$ cat config.mk
export PLATFORM = sky130hd
export DESIGN_NAME = spi_master_tx_flat
export DESIGN_NICKNAME = d
export VERILOG_FILES = /design/src/rtl/spi_master_tx_if.sv /design/src/rtl/spi_master_tx.sv /design/src/flat_wrapper.sv
export SDC_FILE = /design/constraint.sdc
export NUM_CORES = 1
export LEC_CHECK = 0
export CAP_MARGIN = 20
export CORE_ASPECT_RATIO = 1.5
export CORE_MARGIN = 2
export CORE_UTILIZATION = 45
export CTS_CLUSTER_SIZE = 12
export DETAILED_ROUTE_END_ITERATION = 7
export PLACE_DENSITY = 0.7
export SYNTH_ARGS = -nofsm -noshare
export SYNTH_HDL_FRONTEND = slang
export SYNTH_SLANG_ARGS = --single-unit
$ cat constraint.sdc
create_clock -name clk -period 6.2 [get_ports clk]
set_input_delay 1.24 -clock clk [delete_from_list [all_inputs] [get_ports clk]]
set_output_delay 1.24 -clock clk [all_outputs]
set_load 0.02 [all_outputs]
$ cat src/rtl/spi_master_tx_if.sv
// Parallel-word handshake and SPI pin bundle for spi_master_tx.
// The master modport is the transmitter side; the slave modport is its upstream/observer.
interface spi_master_tx_if #(
    parameter int N = 16
);
    logic [N-1:0] din;
    logic         din_valid;
    logic         din_ready;
    logic         ss;
    logic         sck;
    logic         mosi;
    logic         txend;
    logic [2:0]   dbg_state;

    modport master (
        input  din, din_valid,
        output din_ready, ss, sck, mosi, txend, dbg_state
    );

    modport slave (
        output din, din_valid,
        input  din_ready, ss, sck, mosi, txend, dbg_state
    );
endinterface

$ cat src/rtl/spi_master_tx.sv
// SPI Mode 0 master transmitter: one N-bit word per handshake, LSB first,
// framed by lead/lag guards and an inter-frame gap of CLKDIV cycles each.
module spi_master_tx #(
    parameter int N      = 16,
    parameter int CLKDIV = 4
) (
    input  logic             clk,
    input  logic             rst,
    spi_master_tx_if.master  bus
);

    localparam int DW = (CLKDIV > 1) ? $clog2(CLKDIV) : 1;
    localparam int BW = $clog2(N + 1);
    localparam logic [DW-1:0] DIV_LAST = DW'(CLKDIV - 1);
    localparam logic [BW-1:0] BIT_LAST = BW'(N - 1);

    typedef enum logic [2:0] {
        S_IDLE = 3'd0,
        S_LEAD = 3'd1,
        S_XFER = 3'd2,
        S_LAG  = 3'd3,
        S_GAP  = 3'd4
    } state_t;

    state_t        r_state;
    logic [N-1:0]  r_shift;
    logic [DW-1:0] r_div;
    logic [BW-1:0] r_bit;
    logic          r_ss;
    logic          r_sck;
    logic          r_mosi;
    logic          r_txend;

    logic          w_div_end;
    logic [N-1:0]  w_shift_next;

    assign w_div_end    = (r_div == DIV_LAST);
    assign w_shift_next = r_shift >> 1;

    // Handshake: a word transfers on any rising clk edge where din_valid and
    // din_ready are both high; din_ready depends only on state, never on din_valid.
    assign bus.din_ready = (r_state == S_IDLE);
    assign bus.ss        = r_ss;
    assign bus.sck       = r_sck;
    assign bus.mosi      = r_mosi;
    assign bus.txend     = r_txend;
    assign bus.dbg_state = r_state;

    always_ff @(posedge clk or negedge rst) begin
        if (!rst) begin
            r_state <= S_IDLE;
            r_shift <= '0;
            r_div   <= '0;
            r_bit   <= '0;
            r_ss    <= 1'b1;
            r_sck   <= 1'b0;
            r_mosi  <= 1'b0;
            r_txend <= 1'b0;
        end else begin
            r_txend <= 1'b0;
            case (r_state)
                S_IDLE: begin
                    r_div <= '0;
                    r_bit <= '0;
                    if (bus.din_valid) begin
                        r_shift <= bus.din;
                        r_ss    <= 1'b0;
                        r_mosi  <= bus.din[0];
                        r_state <= S_LEAD;
                    end
                end
                S_LEAD: begin
                    if (w_div_end) begin
                        r_div   <= '0;
                        r_sck   <= 1'b1;
                        r_state <= S_XFER;
                    end else begin
                        r_div <= r_div + 1'b1;
                    end
                end
                S_XFER: begin
                    if (w_div_end) begin
                        r_div <= '0;
                        if (r_sck) begin
                            // Falling edge: the only place mosi may advance.
                            r_sck <= 1'b0;
                            r_bit <= r_bit + 1'b1;
                            if (r_bit == BIT_LAST) begin
                                r_state <= S_LAG;
                            end else begin
                                r_shift <= w_shift_next;
                                r_mosi  <= w_shift_next[0];
                            end
                        end else begin
                            r_sck <= 1'b1;
                        end
                    end else begin
                        r_div <= r_div + 1'b1;
                    end
                end
                S_LAG: begin
                    if (w_div_end) begin
                        r_div   <= '0;
                        r_ss    <= 1'b1;
                        r_mosi  <= 1'b0;
                        r_txend <= 1'b1;
                        r_shift <= '0;
                        r_state <= S_GAP;
                    end else begin
                        r_div <= r_div + 1'b1;
                    end
                end
                S_GAP: begin
                    if (w_div_end) begin
                        r_div   <= '0;
                        r_state <= S_IDLE;
                    end else begin
                        r_div <= r_div + 1'b1;
                    end
                end
                default: begin
                    r_state <= S_IDLE;
                end
            endcase
        end
    end

endmodule
$ cat src/flat_wrapper.sv
// flat-port wrapper written by rule: the top's interface ports become plain ports
module spi_master_tx_flat 
#(
    parameter int N      = 16,
    parameter int CLKDIV = 4
)
  (clk, rst, bus_din, bus_din_valid, bus_din_ready, bus_ss, bus_sck, bus_mosi, bus_txend, bus_dbg_state);
  spi_master_tx_if #(.N(N)) bus_i ();
  input  logic clk;
  input  logic rst;
  input wire logic [$bits(bus_i.din)-1:0] bus_din;
  input wire logic [$bits(bus_i.din_valid)-1:0] bus_din_valid;
  output wire logic [$bits(bus_i.din_ready)-1:0] bus_din_ready;
  output wire logic [$bits(bus_i.ss)-1:0] bus_ss;
  output wire logic [$bits(bus_i.sck)-1:0] bus_sck;
  output wire logic [$bits(bus_i.mosi)-1:0] bus_mosi;
  output wire logic [$bits(bus_i.txend)-1:0] bus_txend;
  output wire logic [$bits(bus_i.dbg_state)-1:0] bus_dbg_state;
  assign bus_i.din = bus_din;
  assign bus_i.din_valid = bus_din_valid;
  assign bus_din_ready = bus_i.din_ready;
  assign bus_ss = bus_i.ss;
  assign bus_sck = bus_i.sck;
  assign bus_mosi = bus_i.mosi;
  assign bus_txend = bus_i.txend;
  assign bus_dbg_state = bus_i.dbg_state;
  spi_master_tx #(.N(N), .CLKDIV(CLKDIV)) u_core (.clk(clk), .rst(rst), .bus(bus_i));
endmodule
Yosys cells after proc, flatten, opt, wreduce, memory -nomap -nowiden
Index checks and enable logic that the tools add are counted.
{"block": "totals", "register_bits": 30, "input_bits": 19, "out_inout_bits": 8}
{"block": "classes", "n_addsub": 2, "n_eq_ne": 14, "n_mux": 33, "reduce_logical": 12}
{"op": "$mux 16", "n": 5}
{"op": "$pmux 16 s3", "n": 1}
{"op": "$mux 3", "n": 7}
{"op": "$pmux 3 s5", "n": 1}
{"op": "$ne 2x1->1 const B", "n": 6}
{"op": "$mux 1", "n": 11}
{"op": "$mux 5", "n": 2}
{"op": "$pmux 5 s2", "n": 1}
{"op": "$reduce_and 3->1", "n": 3}
{"op": "$reduce_bool 2->1", "n": 4}
{"op": "$reduce_and 7->1", "n": 1}
{"op": "$eq 3x2->1 const B", "n": 2}
{"op": "$reduce_and 6->1", "n": 1}
{"op": "$add 5x1->5 const B", "n": 1}
{"op": "$eq 5x4->1 const B", "n": 1}
{"op": "$ne 2x2->1 const B", "n": 2}
{"op": "$pmux 1 s2", "n": 2}
{"op": "$pmux 2 s2", "n": 1}
{"op": "$reduce_or 4->1", "n": 1}
{"op": "$eq 3x1->1 const B", "n": 1}
{"op": "$eq 3x3->1 const B", "n": 1}
{"op": "$logic_not 3->1", "n": 1}
{"op": "$pmux 1 s3", "n": 1}
{"op": "$reduce_bool 3->1", "n": 1}
{"op": "other kinds (3)", "n": 3}

Longest topological paths before layout
Gate-level depths: netlist of run 1.
{"block": "logic_depth", "word_depth": 5, "depth_mapped": 8, "mapped_depth_nobuf": 7}

Worst setup path after synthesis of run 1
No wires, ideal clock.
{"block": "synth_path", "path_type": "in2reg", "from": "input port bus_din_valid", "to": "register u_core.r_shift[0]", "setup_time_ns": 0.125, "t_arrival_ns": 2.329, "required_time_ns": 6.075, "path_slack_ns": 3.746, "cell_stages": 5, "path_buffers": 1, "path_cell_list": "nor2b_1 -> a311oi_4 -> nor3_4 -> buf_6 -> mux2_4"}
{"block": "synth_between", "elab_chain_cells": 2}
{"element": "from (decl)", "line_no": "flat_wrapper.sv:12", "text": "input wire logic [$bits(bus_i.din_valid)-1:0] bus_din_valid;"}
{"element": "$ne 2x2->1 (no line)"}
{"element": "$reduce_and 6->1 (no line)"}
{"element": "to (signal assigned)", "line_no": "spi_master_tx.sv:66", "text": "r_shift <= bus.din;"}
{"element": "to (signal assigned)", "line_no": "spi_master_tx.sv:91", "text": "r_shift <= w_shift_next;"}
{"element": "to (decl)", "line_no": "spi_master_tx.sv:26", "text": "logic [N-1:0] r_shift;"}
Every way passes these cells.
A chain may end at the register's enable or synchronous reset.

Final worst setup path of run 1
{"block": "layout_path", "from": "register u_core.r_state[2] (netlist: u_core.bus.dbg_state[2])", "to": "output port bus_din_ready"}
{"block": "layout_between", "elab_chain_cells": 1}
{"element": "from (decl)", "line_no": "spi_master_tx.sv:25", "text": "state_t r_state;"}
{"element": "from (signal assigned)", "line_no": "spi_master_tx.sv:51", "text": "r_state <= S_IDLE;"}
{"element": "from (signal assigned)", "line_no": "spi_master_tx.sv:69", "text": "r_state <= S_LEAD;"}
{"element": "from (signal assigned)", "line_no": "spi_master_tx.sv:76", "text": "r_state <= S_XFER;"}
{"element": "$logic_not 3->1", "line_no": "spi_master_tx.sv:42", "text": "assign bus.din_ready = (r_state == S_IDLE);"}
{"element": "to (decl)", "line_no": "flat_wrapper.sv:13", "text": "output wire logic [$bits(bus_i.din_ready)-1:0] bus_din_ready;"}
Every way passes these cells.

==> metrics.txt, run 1 <==
status=finished clean; hold path cells=2; met2 wire len=1372 um; Hold Crit Start=u_core.bus.ss$_DFFE_PN1P_; Post-Syn Nets=183; R2R Setup Slk=3.73 ns; Final #Nets=207; sequential power share=0.503; Final ANT Viol Nets=0; Detail Route met3 WL=136 um; Worst R2R Path Depth=7; Combinational Power Share=0.061; slew margin rel.=0.4102; Clk network pwr share=0.436; Die W=52.33 um; Final Util=0.5803; P per Cell Area=196.8 nW/um2; initial antenna violation count=0; vias in the first global route=1,153; biggest area consumer among synthesized cells=dfrtp_1; FILL cells=322; Sw Pwr=78.19 uW; initial drt markers=21; total wire length=2909 um; Port Buffers=26; average wire per standard cell=12.76 um; worst endpoint data arrival time=2.02 ns; critical path class=flip-flop to primary output; Worst setup EP type=primary output; Placer Congestion=0.7057; worst clock skew=0.002582 ns; Setup violations, final=0; row count=26; Post-Route M1 WL=1356 um; top sig layer=met4; CP Data Required Time=4.96 ns; clock latency on the worst-skew pair=0.27 ns; RR Startpoint=u_core.r_bit[0]$_DFFE_PN0P_; yosys warns=0; gr ovfl total=0; pin count of the biggest net entering global routing=36; flops & latches, synth=29; Via-to-Cell Ratio=5.118; wire length of the first global-routing pass=5071 um; Synth top area share=0.4444; Die Footprint=4002 um2; hold worst-path end=u_core.bus.ss$_DFFE_PN1P_; Clock Sink Count=29; DR vias=1,167; Cell Area, Synth=1577 um2; total setup buffers inserted after CTS=0; leakage power=0.8202 nW; clock root cell=clkbuf_8; # DRC=0; initial core utilization=0.4660; htree depth=2; register area share after synthesis=0.4611; CTS buffer count=5; Gate Count Post-Synth=161; Die Ht=76.49 um; Tmin final=3.260 ns; Hold Crit Class=flip-flop to flip-flop; diodes inserted=0; clock slew at reported path FFs=0.06 ns; Final Hold Viols=0; Yosys cell types=32; max-slew violations=0; final period utilization=0.5258; Internal Power=308.1 uW; cts repair resizes=0; io pins=27; worst-case clock buffer depth=2; VDD IR max=0.2222 mV; CTS Hold Bufs=0; RSZ-0062 raised after global routing=false; Sw Ratio=0.2024; CP Launch Type=flip-flop; Setup TNS Final=0 ns; DP Wirelength=1931 um; core area=3383 um2; # Max-Cap Violations=0; Total GRT Usage=0.1656; synth top area cells=dfrtp_1, mux2_4, nand2_1, mux2_2, o21ai_0; CTS tree=done; Mean Syn Cell Area=9.792 um2; Worst Tran Pin Value=0.8818 ns; worst r2r dst=u_core.r_shift[5]$_DFFE_PN0P_; largest fanout on the critical path=12; area delta synth->final=24.52%; Achievable Freq=306.7 MHz; First-pass DRT Iterations=4; layout cells sized above 1=0.1720
-- critical path, cell delays in order, from the launching register on --
cell and delay, ns:
dfrtp_1 0.51, or2_1 0.40, nor2_1 0.20, clkdlybuf4s50_1 0.63
-- power by group through the flow --
stage	Sequential [mW]	Clock (mW)	Combinational [mW]
after floorplan	0.198	0	0.00615
final	0.194	0.169	0.0234
after global placement	0.198	0	0.0231
after CTS	0.194	0.175	0.0239
after detailed placement	0.198	0	0.0236
after global routing	0.195	0.183	0.0259
-- routing by layer --
layer,up-vias,global-route usage
li1,590,-
met1,551,0.2148
met2,22,0.2563
met3,4,0.05490
met4,0,0.05385
met5,-,0
-- state kept, by name, indices dropped and copies added, names as in the netlist --
name / flops
u_core.r_shift: 16
u_core.bus.ss: 1
u_core.bus.txend: 1
u_core.r_bit: 5
u_core.bus.sck: 1
u_core.bus.dbg_state: 3
u_core.r_div: 2
-- layout by cell type (no fill, tap or decap), types with 2 or more instances in the layout --
master / netlist / routed
nand2_1: 35 / 35
dfrtp_1: 28 / 28
clkdlybuf4s50_1: 0 / 26
o21ai_0: 20 / 20
nor2_1: 10 / 10
mux2_4: 9 / 9
mux2_2: 9 / 9
inv_1: 7 / 7
clkbuf_8: 0 / 7
a21oi_1: 4 / 4
ha_1: 3 / 3
nand2b_1: 2 / 2
nor2b_1: 2 / 2
nand3_1: 2 / 2
a211oi_1: 2 / 2
xnor2_1: 2 / 2
nor3_1: 2 / 2
-- kinds of logic after synthesis --
kind of cell / count (synthesis) / share of synthesized area
DFF: 29 / 0.4611
xor gates and xnor gates: 3 / 0.01667
and+or+nand+nor: 56 / 0.1540
muxes: 19 / 0.1564
adders and majority gates: 3 / 0.02381
AOI/OAI and AO/OA: 33 / 0.1318
buffers and inverters: 18 / 0.05635
-- Yosys cell counts --
cell type,instances
nand2_1,35
dfrtp_1,28
o21ai_0,20
nor2_1,10
mux2_2,9
mux2_4,9
inv_1,7
buf_2,5
a21oi_1,4
clkbuf_1,3
ha_1,3
a211oi_1,2
buf_6,2
nand2b_1,2
nand3_1,2
nor2b_1,2
nor3_1,2
xnor2_1,2
a22o_1,1
a311oi_4,1
a31o_2,1
a31oi_1,1
and3_1,1
buf_1,1
dfstp_2,1
mux2i_1,1
nor3_4,1
o22ai_1,1
o31ai_1,1
o32ai_1,1
or2_1,1
xor2_1,1
-- stage by stage --
| stage | cells | power (mW) | setup WS [ns] | hold slack, ns | instance area (um2) |
|---|---|---|---|---|---|
| finish | 228 | 0.3863 | 2.940 | 0.4984 | 1963 |
| global route | 228 | 0.4032 | 2.831 | 0.5095 | 1963 |
| CTS | 227 | 0.3935 | 2.911 | 0.4976 | 1936 |
| detailed placement | 219 | 0.2215 | 2.835 | 0.4855 | 1834 |
| global placement | 219 | 0.2208 | 2.899 | 0.4738 | 1834 |
| floorplan | 161 | 0.2039 | 3.746 | 0.4811 | 1577 |
-- area by class of cell --
class,count,area [um2],share of cell area
Clock buffer,7,96.34,0.04908
Clock inverter,1,5.005,0.002549
Timing Repair Buffer,28,295.3,0.1504
Tap cell,42,52.55,0.02677
Inverter,7,26.28,0.01338
Multi-Input combinational cell,114,760.7,0.3875
Sequential cell,29,726.9,0.3703
-- worst max-delay path by stage --
stage,startpoint,endpoint,cells after the start
finish,u_core.bus.dbg_state[2]$_DFFE_PN0P_,bus_din_ready,3
global route,u_core.bus.dbg_state[0]$_DFFE_PN0P_,bus_din_ready,3
floorplan,bus_din_valid,u_core.r_shift[0]$_DFFE_PN0P_,5
CTS,u_core.bus.dbg_state[0]$_DFFE_PN0P_,bus_din_ready,3
global placement,bus_din_valid,u_core.r_shift[6]$_DFFE_PN0P_,5
detailed placement,bus_din_valid,u_core.r_shift[5]$_DFFE_PN0P_,5
No activity file was read; power rests on OpenSTA's default activity.
==> run 2, diff against run 1 <==
PLACE_DENSITY = 0.72   (was 0.7)
clock period = 2.8 ns   (was 6.2 ns; I/O delays follow)
==> run 2 against run 1 <==
  * Global-route usage grew 0.62 points
  * Power grew 110%
  * Cell area fell by 0.96%
  * Combinational power increased by 120%
  * Sequential share of layout area rose by 0.36 points
  * Final cell count increased by 1.3%
  * Clock skew is 0.0026 ns higher
  * Largest power group unchanged
  * Sequential cell count unchanged
==> metrics.txt, run 2 (synthesis gave the netlist of run 1 again) <==
status=finished clean (unchanged); Worst R2R Path Depth=8 (was 7); CTS tree=done (unchanged); # Max-Cap Violations=0 (unchanged); Hold Crit Class=flip-flop to flip-flop (unchanged); Setup violations, final=0 (unchanged); clock root cell=clkbuf_8 (unchanged); worst setup margin=0.2336 ns (was 2.940 ns); commonest non-fill, non-tap cell in the layout=nand2_1 (unchanged); max-slew violations=0 (unchanged); FILL cells=309 (was 322); average wire per standard cell=13.07 um (was 12.76 um); VDD IR max=0.3428 mV (was 0.2222 mV); core area=3383 um2 (unchanged); largest fanout on the critical path=13 (was 12); worst r2r dst=u_core.r_shift[4]$_DFFE_PN0P_ (was u_core.r_shift[5]$_DFFE_PN0P_); worst clock skew=0.005183 ns (was 0.002582 ns); # DRC=0 (unchanged); Final Hold Viols=0 (unchanged); CP Data Required Time=2.24 ns (was 4.96 ns); DR vias=1,203 (was 1,167); initial antenna violation count=0 (unchanged); initial drt markers=8 (was 21); Die W=52.33 um (unchanged); Crit path largest cell delay=0.63 ns (about the same); Die Footprint=4002 um2 (unchanged); DP Wirelength=2054 um (was 1931 um); Hold Crit Start=u_core.bus.ss$_DFFE_PN1P_ (unchanged); Worst Tran Pin Value=0.5110 ns (was 0.8818 ns); vias in the first global route=1,209 (was 1,153); Port Buffers=26 (unchanged); Critical path origin=u_core.bus.dbg_state[0]$_DFFE_PN0P_ (was u_core.bus.dbg_state[2]$_DFFE_PN0P_); setup slack at placement=0.4963 ns (was 2.835 ns); total wire length=3019 um (was 2909 um); Worst setup EP type=primary output (unchanged); CP Cell Sequence=or2_1 > nor2_1 > clkdlybuf4s50_1 (unchanged); hold worst-path end=u_core.bus.ss$_DFFE_PN1P_ (unchanged); critical path class=flip-flop to primary output (unchanged); htree depth=2 (unchanged); CTS Hold Bufs=0 (unchanged); cts repair resizes=0 (unchanged); clock slew at reported path FFs=0.06 ns (about the same); P per Cell Area=416.9 nW/um2 (was 196.8 nW/um2); slowest CP cell=clkdlybuf4s50_1 (unchanged); hold path cells=2 (unchanged); io pins=27 (unchanged); clock latency on the worst-skew pair=0.29 ns (was 0.27 ns); Setup TNS Final=0 ns (unchanged); initial core utilization=0.4660 (unchanged); total setup buffers inserted after CTS=0 (unchanged); layout cells sized above 1=0.1693 (was 0.1720); CP Launch Type=flip-flop (unchanged); worst-case clock buffer depth=2 (unchanged); RSZ-0062 raised after global routing=false (unchanged); Placer Congestion=0.7635 (was 0.7057); Final #Nets=210 (was 207); Biggest register=u_core.r_shift (unchanged); Via-to-Cell Ratio=5.208 (was 5.118); final period utilization=0.9166; Final ANT Viol Nets=0 (unchanged); max reg flops=16 (unchanged); Achievable Freq=389.7 MHz; leakage power=0.8159 nW (was 0.8202 nW); R2R Setup Slk=0.64 ns (was 3.73 ns); row count=26 (unchanged); Clock Sink Count=29 (unchanged); First-pass DRT Iterations=4 (unchanged); Tmin final=2.566 ns; CTS buffer count=5 (unchanged); slew margin rel.=0.6593 (was 0.4102); wire length of the first global-routing pass=5126 um (was 5071 um); pin count of the biggest net entering global routing=30 (was 36); Die Ht=76.49 um (unchanged); RR Startpoint=u_core.r_bit[0]$_DFFE_PN0P_ (unchanged); most frequent cells in the layout=nand2_1, dfrtp_1, clkdlybuf4s50_1 (unchanged); gr ovfl total=0 (unchanged); Total GRT Usage=0.1718 (was 0.1656); worst endpoint data arrival time=2.01 ns (was 2.02 ns); diodes inserted=0 (unchanged); area delta synth->final=23.33% (was 24.52%)
==> run 2: layout make-up <==
type                       instances  area [um2]  area share
multi-input combinational        114       760.7      0.3912
tap                               42       52.55     0.02703
clock buffer                       8       80.08     0.04118
sequential                        29       726.9      0.3739
inverter                           7       26.28     0.01351
timing repair buffer              31       297.8      0.1532
==> run 2: metal layers <==
layer / routed length (um) / track usage
met5: 0 / 0
met1: 1327 / 0.2095
met2: 1459 / 0.2613
met4: 63 / 0.08462
met3: 168 / 0.06275
==> run 2: worst max-delay path, delay by kind of cell (launching register included) <==
family | cells | cell delay [ns]
buf+inv | 1 | 0.63
simple gates | 2 | 0.58
flops | 1 | 0.52
==> run 2: metrics by stage <==
stage          instances  hold WS (ns)  power [mW]  area (um2)  utilization
4_1_cts              231        0.4950      0.8254        1944       0.5747
3_5_place_dp         223        0.4791      0.4905        1864       0.5510
6_report             231        0.4896      0.8106        1944       0.5747
2_1_floorplan        161        0.2644      0.4515        1577            -
5_1_grt              231        0.5075      0.8471        1944       0.5747
3_3_place_gp         223        0.4746      0.4890        1864       0.5510
==> run 2: worst max-delay path by stage <==
stage,to,slack [ns],cells past startpoint
floorplan,u_core.r_shift[0]$_DFFE_PN0P_,0.74,8
global placement,u_core.r_shift[5]$_DFFE_PN0P_,0.53,6
detailed placement,u_core.r_shift[5]$_DFFE_PN0P_,0.50,6
CTS,bus_din_ready,0.21,3
global route,bus_din_ready,0.12,3
finish,bus_din_ready,0.23,3
==> run 2: power breakdown <==
group	leakage (nW)	internal, mW	total, mW	switching (mW)
clock	0.0395	0.176	0.328	0.152
combinational	0.418	0.0340	0.0516	0.0175
sequential	0.359	0.427	0.431	0.00388
total	0.816	0.637	0.811	0.174
